File: config.mk
export PLATFORM = sky130hd
export DESIGN_NAME = mem_scan_reader
export DESIGN_NICKNAME = d
export VERILOG_FILES = /design/src/rtl/pack.sv /design/src/rtl/scan_fifo.sv /design/src/rtl/mem_scan_reader.sv
export SDC_FILE = /design/constraint.sdc
export NUM_CORES = 1
export LEC_CHECK = 0
export CAP_MARGIN = 40
export CORE_ASPECT_RATIO = 2
export CORE_MARGIN = 4
export CORE_UTILIZATION = 33
export DETAILED_ROUTE_END_ITERATION = 6
export GPL_ROUTABILITY_DRIVEN = 1
export PLACE_DENSITY = 0.6
export SKIP_LAST_GASP = 1
export SLEW_MARGIN = 15
export SYNTH_ARGS = -nofsm -noshare
export SYNTH_HDL_FRONTEND = slang
export SYNTH_HIERARCHICAL = 1
export SYNTH_SLANG_ARGS = --single-unit
File: constraint.sdc
create_clock -name clk -period 5.8 [get_ports clk]
set_input_delay 0.87 -clock clk [delete_from_list [all_inputs] [get_ports clk]]
set_output_delay 0.87 -clock clk [all_outputs]
set_load 0.02 [all_outputs]
File: src/rtl/pack.sv
// ---------------------------------------------------------------------------
// pack : shared widths, types and helpers for the my_mem scan read path
// Rev 1.0
// ---------------------------------------------------------------------------
`default_nettype none

package pack;

  localparam int ADDRESS_BITS    = 8;
  localparam int DATA_IN_BITS    = 8;
  localparam int DATA_OUT_BITS   = DATA_IN_BITS + 1;
  localparam int SCAN_FIFO_DEPTH = 4;

  typedef logic [DATA_OUT_BITS-1:0] mem_word_t;

  typedef enum logic [1:0] {
    IDLE  = 2'd0,
    ISSUE = 2'd1,
    DRAIN = 2'd2
  } scan_state_t;

  function automatic logic [15:0] sat_inc16(input logic [15:0] v);
    return (v == 16'hFFFF) ? v : v + 16'd1;
  endfunction

endpackage

`default_nettype wire

File: src/rtl/scan_fifo.sv
// ---------------------------------------------------------------------------
// scan_fifo : small synchronous FIFO holding {parity_err, data} entries
// Rev 1.0
// ---------------------------------------------------------------------------
`default_nettype none

module scan_fifo #(
  parameter int WIDTH = 9,
  parameter int DEPTH = 4,
  localparam int PTR_W = $clog2(DEPTH),
  localparam int CNT_W = PTR_W + 1
) (
  input  logic             clk,
  input  logic             rst_n,
  input  logic             push_i,
  input  logic [WIDTH-1:0] data_i,
  input  logic             pop_i,
  output logic [WIDTH-1:0] data_o,
  output logic             full_o,
  output logic             empty_o,
  output logic [CNT_W-1:0] count_o
);

  logic [WIDTH-1:0] mem_q [DEPTH];
  logic [PTR_W-1:0] wr_ptr_q;
  logic [PTR_W-1:0] rd_ptr_q;
  logic [CNT_W-1:0] count_q;
  logic             w_pop;
  logic             w_push;

  always_comb begin
    empty_o = (count_q == '0);
    full_o  = (count_q == CNT_W'(DEPTH));
    w_pop   = pop_i && !empty_o;
    // A full FIFO may still accept a push when the head leaves in the same cycle.
    w_push  = push_i && (!full_o || w_pop);
    count_o = count_q;
    data_o  = empty_o ? '0 : mem_q[rd_ptr_q];
  end

  always_ff @(posedge clk) begin
    if (w_push) begin
      mem_q[wr_ptr_q] <= data_i;
    end
  end

  always_ff @(posedge clk) begin
    if (!rst_n) begin
      wr_ptr_q <= '0;
      rd_ptr_q <= '0;
      count_q  <= '0;
    end else begin
      if (w_push) wr_ptr_q <= wr_ptr_q + 1'b1;
      if (w_pop)  rd_ptr_q <= rd_ptr_q + 1'b1;
      case ({w_push, w_pop})
        2'b10:   count_q <= count_q + 1'b1;
        2'b01:   count_q <= count_q - 1'b1;
        default: count_q <= count_q;
      endcase
    end
  end

endmodule

`default_nettype wire

File: src/rtl/mem_scan_reader.sv
// ---------------------------------------------------------------------------
// mem_scan_reader : sweeps an address range of my_mem, checks parity, queues words
// Rev 1.0
// ---------------------------------------------------------------------------
`default_nettype none

module mem_scan_reader
  import pack::*;
#(
  parameter int ADDR_W     = ADDRESS_BITS,
  parameter int DATA_W     = DATA_IN_BITS,
  parameter int FIFO_DEPTH = SCAN_FIFO_DEPTH
) (
  input  logic              clk,
  input  logic              rst_n,
  input  logic              start,
  input  logic [ADDR_W-1:0] base_addr,
  input  logic [ADDR_W:0]   count,
  output logic              busy,
  output logic              done,
  output logic              mem_read,
  output logic [ADDR_W-1:0] mem_address,
  input  logic [DATA_W:0]   mem_data_out,
  output logic [DATA_W-1:0] out_data,
  output logic              out_parity_err,
  output logic              out_valid,
  input  logic              out_ready,
  output logic [15:0]       err_count
);

  localparam int CNT_W = $clog2(FIFO_DEPTH) + 1;

  scan_state_t       state_q;
  logic [ADDR_W-1:0] cur_addr_q;
  logic [ADDR_W-1:0] last_addr_q;
  logic [ADDR_W:0]   remaining_q;
  logic              pending_q;
  logic              done_q;
  logic [15:0]       err_count_q;
  logic [15:0]       err_count_d;

  logic              w_space;
  logic              w_cap_err;
  logic              w_pop;
  logic              w_fifo_full;
  logic              w_fifo_empty;
  logic [CNT_W-1:0]  w_fifo_count;
  logic [DATA_W:0]   w_fifo_dout;

  always_comb begin
    // Reserve a slot for the word still in flight from my_mem.
    w_space     = !w_fifo_full &&
                  ((int'(w_fifo_count) + int'(pending_q)) < FIFO_DEPTH);
    mem_read    = (state_q == ISSUE) && w_space;
    mem_address = mem_read ? cur_addr_q : last_addr_q;
    w_cap_err   = mem_data_out[DATA_W] ^ (^mem_data_out[DATA_W-1:0]);
    err_count_d = (pending_q && w_cap_err) ? sat_inc16(err_count_q) : err_count_q;
    w_pop       = out_valid && out_ready;
  end

  always_ff @(posedge clk) begin
    if (!rst_n) begin
      state_q     <= IDLE;
      cur_addr_q  <= '0;
      last_addr_q <= '0;
      remaining_q <= '0;
      pending_q   <= 1'b0;
      done_q      <= 1'b0;
      err_count_q <= '0;
    end else begin
      done_q      <= 1'b0;
      pending_q   <= mem_read;
      err_count_q <= err_count_d;
      if (mem_read) begin
        last_addr_q <= cur_addr_q;
        cur_addr_q  <= cur_addr_q + 1'b1;
        remaining_q <= remaining_q - 1'b1;
      end
      case (state_q)
        IDLE: begin
          if (start) begin
            if (count == '0) begin
              done_q <= 1'b1;
            end else begin
              cur_addr_q  <= base_addr;
              remaining_q <= count;
              err_count_q <= '0;
              state_q     <= ISSUE;
            end
          end
        end
        ISSUE: begin
          if (mem_read && (remaining_q == (ADDR_W+1)'(1))) begin
            state_q <= DRAIN;
          end
        end
        DRAIN: begin
          // The only outstanding read is the last one; completion ignores FIFO level.
          if (pending_q) begin
            state_q <= IDLE;
            done_q  <= 1'b1;
          end
        end
        default: state_q <= IDLE;
      endcase
    end
  end

  scan_fifo #(
    .WIDTH (DATA_W + 1),
    .DEPTH (FIFO_DEPTH)
  ) u_fifo (
    .clk     (clk),
    .rst_n   (rst_n),
    .push_i  (pending_q),
    .data_i  ({w_cap_err, mem_data_out[DATA_W-1:0]}),
    .pop_i   (w_pop),
    .data_o  (w_fifo_dout),
    .full_o  (w_fifo_full),
    .empty_o (w_fifo_empty),
    .count_o (w_fifo_count)
  );

  assign busy           = (state_q != IDLE);
  assign done           = done_q;
  assign out_valid      = !w_fifo_empty;
  assign out_data       = w_fifo_dout[DATA_W-1:0];
  assign out_parity_err = w_fifo_dout[DATA_W];
  assign err_count      = err_count_q;

endmodule

`default_nettype wire
==> flow_summary.yaml, run 1 <==
floorplanning:
  num_rows: 59
  die_y_um: 171
  fp.dieW_um: 89.4
  pin_count: 67
  die_area_mm2: 0.0153
  core-area_mm2: 0.0130
  start_util_pct: 33.6
critical_path:
  worstPathArrival_ps: 3290
  crit_path_start: "u_fifo/count_o[0]"
  criticalPathCategory: "reg2out"
  worstSetupEndpointType: "primary output"
  crit_chain: "nor2_1 > and2_1 > nor4b_2 > nand2_1 > inv_2 > nand2_1 > nand2_1 > clkdlybuf4s50_1"
  required_ps: 4930
  critPathSlowestCell: "clkdlybuf4s50_1"
  rr_startpoint: "u_fifo/count_o[0]"
  cp_slowest_stage_delay_ps: 600
  start_kind: "register"
  critical_path.max_fanout: 18
  cp_common_cell: "nand2_1"
drt:
  drc_errors: 0
  ant_nets: 0
  routed_via_density: 5.17
  wl_per_cell_um: 15.7
  wl_mm: 9.96
  vias: 3289
  drt_pass1_iterations: 4
  drt_iter0_markers: 101
sta:
  relSlewSlack_pct: 47.3
  fin_hold_ws_ps: 491
  post-route-period-util_pct: 71.7
  tns_ps: 0
  clock.fmax_mhz: 241
  fin_worst_skew_ps: 10.0
  setup_violations: 0
  finalMaxSlewViolations: 0
  hold_viol: 0
  period_needed_ps: 4160
  worstMarginPinSlew_ps: 789
  rsz0062_at_grt: "no"
  fin_ws_ps: 1640
logic_synthesis:
  yosys.area.top_type_share_pct: 24.7
  syn_nets: 460
  synth_area_leaders: "dfxtp_1, edfxtp_1, mux4_2, nand2_1, xor2_1"
  synth_ff_type: "dfxtp_1"
  synthArstFlopShare_pct: 0
  synth_edf_count: 36
  synth_cell_type_count: 59
  ys_warn_count: 6
  synthCells: 421
  syn_area_per_cell_um2: 10.4
  yosysSeqAreaShare_pct: 49.5
  netlist_area_mm2: 0.00437
  synth-seq-cells: 90
  yosysTopAreaCell: "dfxtp_1"
cells_and_area:
  nFillCells: 1261
  antennaDiodeCount: 0
  utilization_pct: 41.7
  ff_latch_area_mm2: 0.00216
  nNetsFinal: 518
  design_area_mm2: 0.00542
  finalNonFillerCells: 636
  drive_gt1_share_pct: 9.92
  multi_input_comb_area_mm2: 0.00202
  syn2layout_area_growth_pct: 24.1
job:
  drv_cap: 0
global_route:
  grt_start_max_net_pins: 36
  grt-ovfl-total: 0
  grt_pass1_vias: 3330
  grt_pass1_wl_mm: 16.1
  grt_usage_pct: 13.7
  antenna_found_initial: 0
cts:
  cts_setup_buffers: 0
  cts_sinks: 90
  cts_max_path_buffers: 2
  cts_inserted_buffers: 9
  clk_pin_slew_worst_paths_ps: 70
  ctsHoldBuffers: 0
  ctsResizeCount: 0
  tritoncts: "done"
  worstSkewPairLatency_ps: 340
  htree_levels: 3
  clock-root-buffer: "clkbuf_16"
placed_design:
  post-dp-hpwl_mm: 7.39
  dp.cells: 620
  pre_cts_slack_ps: 2030
  gp_congestion: 0.858
  io_buffers: 66
  place_area_mm2: 0.00512
run_status:
  status: "complete, no violations"
power:
  leakage_nw: 1.86
  finalPower_mw: 1.46
  peakVddDrop_mv: 0.158
  power_per_cell_area_mw_per_mm2: 270
min_path:
  hold_path_class: "reg2reg"
  hold_start: "last_addr_q[7]"
final cells by class:
type	count	share of cell area, %
sequential	90	39.9
multi-input combinational	291	37.2
timing repair buffer	68	12.6
clock buffer	10	4.41
tap	152	3.51
inverter	19	1.32
clock inverter	6	1.08
registers in the layout, indices dropped and copies added, names as in the netlist, 2 cells and up, named ones only:
signal           count
last_addr_q          8
u_fifo/wr_ptr_q      2
u_fifo/count_o       3
remaining_q          9
cur_addr_q           8
u_fifo/mem_q        36
state_q              2
u_fifo/rd_ptr_q      2
err_count           16
per-layer routing:
| layer | global-route usage [%] | part of all wire [%] | vias up |
|---|---|---|---|
| met3 | 3.33 | 3.8 | 15 |
| met1 | 14.9 | 39 | 1565 |
| met4 | 6.42 | 2.8 | 0 |
| met5 | 0 | 0 | - |
| li1 | - | - | 1630 |
| met2 | 24.3 | 54 | 79 |
worst max-delay path: cells and delay by family, from the launching register on:
family,cells,cell delay [ps]
AND/OR/NAND/NOR,6,1400
flip-flops,1,530
buffers and inverters,2,1020
cell families (layout without fill, tap and decap cells):
group | count (synthesis) | in the layout | synth area share (%)
adder cells (fa/ha/maj) | 9 | 9 | 2.75
flip-flops | 90 | 90 | 49.5
XOR/XNOR | 25 | 25 | 5.53
multiplexers | 19 | 19 | 6.93
AO/OA/AOI/OAI | 58 | 58 | 9.34
buffers and inverters | 40 | 103 | 4.35
AND/OR/NAND/NOR | 180 | 180 | 21.6
cells in the mapped netlist (all sizes together), types with 3 or more instances:
| cell type | number |
|---|---|
| xor2 | 13 |
| a31oi | 5 |
| nor3 | 9 |
| inv | 19 |
| nor4 | 11 |
| a41oi | 3 |
| a21oi | 12 |
| or3 | 9 |
| nor2b | 11 |
| buf | 11 |
| o21ai | 9 |
| a211oi | 10 |
| nor2 | 30 |
| and3 | 5 |
| nor3b | 3 |
| mux4 | 9 |
| mux2i | 10 |
| and4 | 3 |
| a311oi | 3 |
| xnor2 | 11 |
| ha | 8 |
| nand4 | 8 |
| dfxtp | 54 |
| o21a | 3 |
| edfxtp | 36 |
| nand2 | 53 |
| clkbuf | 10 |
| and2 | 15 |
| nand3 | 13 |
| a31o | 3 |
worst paths after layout:
kind	cells past startpoint	end	slack [ps]
max	8	mem_address[7]	1640
min	2	last_addr_q[7]	490
max reg2reg	8	cur_addr_q[3]	3040
min reg2reg	2	last_addr_q[7]	490
power breakdown:
group | internal (mW) | switching [mW]
clock network | 0.311 | 0.262
registers | 0.683 | 0.0208
logic | 0.0801 | 0.108
layout by cell type (no fill, tap or decap), types with 10 or more instances in the layout:
cell type,netlist,routed
mux2i_1,10,10
and2_1,15,15
inv_1,17,17
xnor2_1,10,10
dfxtp_1,54,54
a211oi_1,10,10
nor2b_1,11,11
edfxtp_1,36,36
nand2_1,53,53
a21oi_1,12,12
nand3_1,13,13
xor2_1,13,13
nor2_1,29,29
clkdlybuf4s50_1,0,66
nor4_1,11,11
Note: power is estimated with default switching activity, not from simulation.
==> run 2: changes to the inputs <==
PLACE_DENSITY = 0.62   (was 0.6)
clock period = 3.6 ns   (was 5.8 ns; I/O delays follow)
==> run 2 against run 1 <==
Net effect: via count grew 1.9%; first-iteration DRC count grew 28%; combinational power grew 64%; clock skew shrank 2.6 ps; critical path depth is the same.
==> flow_summary.yaml, run 2 (synthesis gave the netlist of run 1 again) <==
cts:
  cts_inserted_buffers: 9
  worstSkewPairLatency_ps: 340
  htree_levels: 3
  cts_sinks: 90
  clk_pin_slew_worst_paths_ps: 70
  ctsHoldBuffers: 0
  tritoncts: "done"
  cts_max_path_buffers: 2
  clock-root-buffer: "clkbuf_16"
critical_path:
  required_ps: 3060
  critPathBufInv: 2
  critPathSlowestCell: "clkdlybuf4s50_1"
  start_kind: "register"
  crit_family: "simple AND/OR/NAND/NOR gates"
  worstSetupEndpointType: "primary output"
  r2r_cells: 8
  criticalPathCategory: "reg2out"
  worstSetupPathDepth: 8
  worstPathArrival_ps: 2740
  crit_chain: "nor2_1 > and2_1 > nor4b_4 > nand2_1 > clkinv_2 > nand2_1 > nand2_1 > clkdlybuf4s50_1"
  endpoint: "mem_address[7]"
  rr_startpoint: "u_fifo/count_o[2]"
  r2r-end: "u_fifo/count_o[2]"
  cp_slowest_stage_delay_ps: 590
  critical_path.max_fanout: 18
  crit_path_start: "u_fifo/count_o[1]"
  r2r_slack_ps: 790
  cp_common_cell: "nand2_1"
floorplanning:
  start_util_pct: 33.6
  pin_count: 67
  die_area_mm2: 0.0153
  fp.dieW_um: 89.4
  num_rows: 59
  die_y_um: 171
  core-area_mm2: 0.0130
sta:
  setup_violations: 0
  rsz0062_at_grt: "no"
  post-route-period-util_pct: 91.0
  relSlewSlack_pct: 46.1
  hold_viol: 0
  fin_worst_skew_ps: 7.47
  tns_ps: 0
  clock.fmax_mhz: 305
  period_needed_ps: 3280
  finalMaxSlewViolations: 0
  worstMarginPinSlew_ps: 801
placed_design:
  post-dp-hpwl_mm: 7.25
  gp_congestion: 0.813
  io_buffers: 66
cells_and_area:
  ff_latch_area_mm2: 0.00216
  layout_common_cells: "clkdlybuf4s50_1, nand2_1, dfxtp_1"
  drive_gt1_share_pct: 10.5
  nFillCells: 1294
  multi_input_comb_area_mm2: 0.00202
  antennaDiodeCount: 0
  largest-register: "u_fifo/mem_q"
  syn2layout_area_growth_pct: 24.3
  nNetsFinal: 521
  utilization_pct: 41.8
  largest_register_ffs: 36
  final_common_cell: "clkdlybuf4s50_1"
drt:
  routed_via_density: 5.25
  vias: 3353
  wl_mm: 9.90
  drc_errors: 0
  drt_pass1_iterations: 5
  drt_iter0_markers: 129
  wl_per_cell_um: 15.5
  ant_nets: 0
power:
  p_sw_share_pct: 26.3
  power_per_cell_area_mw_per_mm2: 426
  p_clk_share_pct: 37.8
  intPower_mw: 1.71
  peakVddDrop_mv: 0.269
  leakage_nw: 1.87
  pwr-share-seq_pct: 48.8
  power_frac_comb_pct: 13.4
  p_switching_mw: 0.608
global_route:
  grt_start_max_net_pins: 24
  grt_pass1_vias: 3336
  grt-ovfl-total: 0
  grt_pass1_wl_mm: 16.3
  grt_usage_pct: 13.8
  antenna_found_initial: 0
job:
  drv_cap: 0
min_path:
  hold_path_class: "reg2reg"
  holdPathStages: 2
  hold_start: "last_addr_q[7]"
run_status:
  status: "complete, no violations"
## run 2: power by group through the flow
| stage | Clock (mW) | Sequential (mW) | Combinational [mW] |
|---|---|---|---|
| 6_report | 0.875 | 1.13 | 0.309 |
| 5_1_grt | 0.955 | 1.14 | 0.343 |
| 4_1_cts | 0.901 | 1.13 | 0.312 |
| 3_5_place_dp | 0 | 1.15 | 0.309 |
| 3_3_place_gp | 0 | 1.15 | 0.302 |
| 2_1_floorplan | 0 | 1.15 | 0.210 |
## run 2: repair_timing
action | 4_1_cts | 5_1_grt
resized for setup | 0 | 3
endpoints found under the setup margin | 0 | 8
setup buffers | 0 | 0
## run 2: how the worst min path moves through the flow
stage	to	slack, ps
after floorplan	last_addr_q[7]	440
after global placement	last_addr_q[7]	460
after detailed placement	last_addr_q[7]	460
after CTS	last_addr_q[7]	470
after global routing	last_addr_q[7]	510
final	last_addr_q[7]	470
## run 2: layout make-up
type | instances | area share [%]
inverters | 19 | 1.34
multi-input cells | 291 | 37.3
flip-flops and latches | 90 | 39.8
well taps | 152 | 3.50
repair buffers | 71 | 12.9
clock buffers | 9 | 4.15
clock inverters | 7 | 1.04
## run 2: through the flow
stage / power [mW] / std cells / cell area, um^2 / hold WS (ps) / setup slack, ps
after detailed placement: 1.46 / 623 / 5140 / 464 / 492
after global routing: 2.43 / 639 / 5430 / 512 / 88.1
after global placement: 1.45 / 622 / 5130 / 461 / 565
after CTS: 2.34 / 639 / 5420 / 473 / 105
after floorplan: 1.36 / 421 / 4370 / 444 / 1170
final: 2.31 / 639 / 5430 / 468 / 324
## run 2: tightest hold or removal path, delay by kind of cell, from the launching register on
family / cells / cell delay, ps
compound gates: 1 / 60
flops: 1 / 300
simple gates: 1 / 60
## run 2: metal layers
layer	up-vias	global-route usage [%]	wire, um
met3	20	3.47	470
met2	90	24.6	5320
li1	1632	-	-
met4	0	5.64	257
met5	-	0	0
met1	1611	15.1	3850
==> run 3: changes to the inputs <==
CTS_CLUSTER_SIZE = 12   (was unset)
PLACE_DENSITY = 0.63   (was 0.62)
SYNTH_HIERARCHICAL = unset   (was 1)
==> run 3 against run 2 <==
Net effect: cell count is 4.2% lower; wire length down 2.7%; critical endpoint is now mem_address[3]; clock power increased by 5.3%; largest cell class unchanged; critical path type unchanged; global-route usage fell by 0.14 points; power increased by 28%.
==> flow_summary.yaml, run 3 <==
floorplanning:
  pin_count: 67
  die_y_um: 167
  start_util_pct: 33.5
  core-area_mm2: 0.0125
  num_rows: 58
  die_area_mm2: 0.0146
  fp.dieW_um: 87.6
sta:
  post-route-period-util_pct: 90.7
  rsz0062_at_grt: "no"
  clock.fmax_mhz: 306
  worstMarginPinSlew_ps: 680
  relSlewSlack_pct: 54.7
  finalMaxSlewViolations: 0
  fin_worst_skew_ps: 12.6
  period_needed_ps: 3270
  hold_viol: 0
  setup_violations: 0
  tns_ps: 0
cells_and_area:
  drive_gt1_share_pct: 8.01
  largest_register_ffs: 36
  design_area_mm2: 0.00524
  finalNonFillerCells: 612
  nNetsFinal: 496
  multi_input_comb_area_mm2: 0.00184
  antennaDiodeCount: 0
  largest-register: "u_fifo.mem_q"
  syn2layout_area_growth_pct: 25.2
  final_common_cell: "clkdlybuf4s50_1"
  utilization_pct: 42.0
  nFillCells: 1208
  layout_common_cells: "clkdlybuf4s50_1, dfxtp_1, nand2_1"
  ff_latch_area_mm2: 0.00216
logic_synthesis:
  netlist_area_mm2: 0.00418
  synthArstFlopShare_pct: 0
  syn_area_per_cell_um2: 10.6
  syn_nets: 434
  synth-seq-cells: 90
  synthCells: 395
  synth_edf_count: 36
  yosysTopAreaCell: "dfxtp_1"
  synth_ff_type: "dfxtp_1"
  yosys.area.top_type_share_pct: 25.8
  ys_warn_count: 0
  synth_cell_type_count: 55
  synthTopCellsByCount: "dfxtp_1, nand2_1, edfxtp_1"
  synth_area_leaders: "dfxtp_1, edfxtp_1, mux4_2, nand2_1, and2_1"
  yosysMostFrequentCell: "dfxtp_1"
  yosysSeqAreaShare_pct: 51.7
critical_path:
  crit_chain: "nand3_1 > nand2_1 > buf_4 > clkinv_1 > nand2_1 > nand2_1 > clkdlybuf4s50_1"
  cp_slowest_stage_delay_ps: 550
  crit_family: "buffers and inverters"
  start_kind: "register"
  worstPathArrival_ps: 2730
  critPathBufInv: 3
  required_ps: 3060
  critical_path.max_fanout: 17
  rr_startpoint: "err_count[0]"
  cp_common_cell: "nand2_1"
  critPathSlowestCell: "dfxtp_1"
  criticalPathCategory: "reg2out"
  crit_path_start: "pending_q"
  worstSetupEndpointType: "primary output"
cts:
  worstSkewPairLatency_ps: 350
  tritoncts: "done"
  cts_inserted_buffers: 9
  ctsHoldBuffers: 0
  clk_pin_slew_worst_paths_ps: 70
  ctsResizeCount: 0
  cts_max_path_buffers: 2
  cts_setup_buffers: 0
  clock-root-buffer: "clkbuf_16"
  cts_sinks: 90
  htree_levels: 3
drt:
  ant_nets: 0
  drc_errors: 0
  drt_pass1_iterations: 4
  drt_iter0_markers: 233
  wl_per_cell_um: 15.7
  routed_via_density: 5.18
  vias: 3171
  wl_mm: 9.63
global_route:
  grt_pass1_vias: 3223
  antenna_found_initial: 0
  grt-ovfl-total: 0
  grt_usage_pct: 13.6
  grt_pass1_wl_mm: 15.5
  grt_start_max_net_pins: 28
placed_design:
  dp.cells: 596
  post-dp-hpwl_mm: 7.00
  gp_congestion: 0.785
  io_buffers: 66
  place_area_mm2: 0.00494
min_path:
  hold_start: "err_count[7]"
  hold_path_class: "reg2reg"
power:
  finalPower_mw: 2.96
  leakage_nw: 1.75
  peakVddDrop_mv: 0.392
  power_per_cell_area_mw_per_mm2: 566
job:
  drv_cap: 0
run_status:
  status: "complete, no violations"
run 3: changes by cell type after synthesis, sizes merged, moves of 8 or more:
cell and delta:
and2 +8, mux2i -9, nand2 -9, nor2b -10, o31ai +8, or3 -8, or4 +8
run 3: path summary, 6_finish.rpt:
| kind | slack, ps | to | cells after the start |
|---|---|---|---|
| worst max register to register | 1250 | err_count[13] | 6 |
| worst max-delay path | 330 | mem_address[3] | 7 |
| worst min register to register | 510 | err_count[7] | 2 |
| worst min-delay path | 510 | err_count[7] | 2 |
run 3: logic make-up (layout without fill, tap and decap cells):
family                     after synthesis  in the layout  synth area share [%]
DFF                                     90             90                  51.7
adders and majority gates                9              9                  2.87
buffers and inverters                   38            105                  4.40
and+or+nand+nor                        157            157                  19.5
xor gates and xnor gates                26             26                  5.98
muxes                                   10             10                  5.09
AOI/OAI and AO/OA                       65             65                  10.5
run 3: through the flow:
stage | hold WS [ps] | setup slack [ps]
final | 512 | 333
after global routing | 530 | 148
after CTS | 515 | 291
after detailed placement | 504 | 664
after global placement | 496 | 673
after floorplan | 464 | 1560
run 3: per-layer routing:
layer  vias to the layer above  part of all wire, %  track usage (%)
li1                       1558                    -                -
met4                         0                  2.3             5.68
met2                        69                   57             25.3
met1                      1529                   37             14.1
met3                        15                  3.8             3.15
met5                         -                    0                0
run 3: area by class of cell:
cell class                      count  share of cell area, %
Timing Repair Buffer               69                   13.0
Clock inverter                      7                   1.27
Tap cell                          150                   3.58
Multi-Input combinational cell    267                   35.1
Inverter                           20                   1.43
Clock buffer                        9                   4.30
Sequential cell                    90                   41.3
run 3: worst register-to-register path, cell delays in order (launching register included):
cell and delay [ps]:
dfxtp_1 420, ha_1 210, nand3_1 190, nor4_2 430, nand2b_1 610, nor2_1 120
a311oi_1 270
run 3: power breakdown:
part	switching (mW)	internal [mW]	leakage, nW	total [mW]
Combinational	0.422	0.384	0.842	0.806
Clock	0.433	0.488	0.145	0.921
Sequential	0.0955	1.14	0.766	1.23
Total	0.951	2.01	1.75	2.96
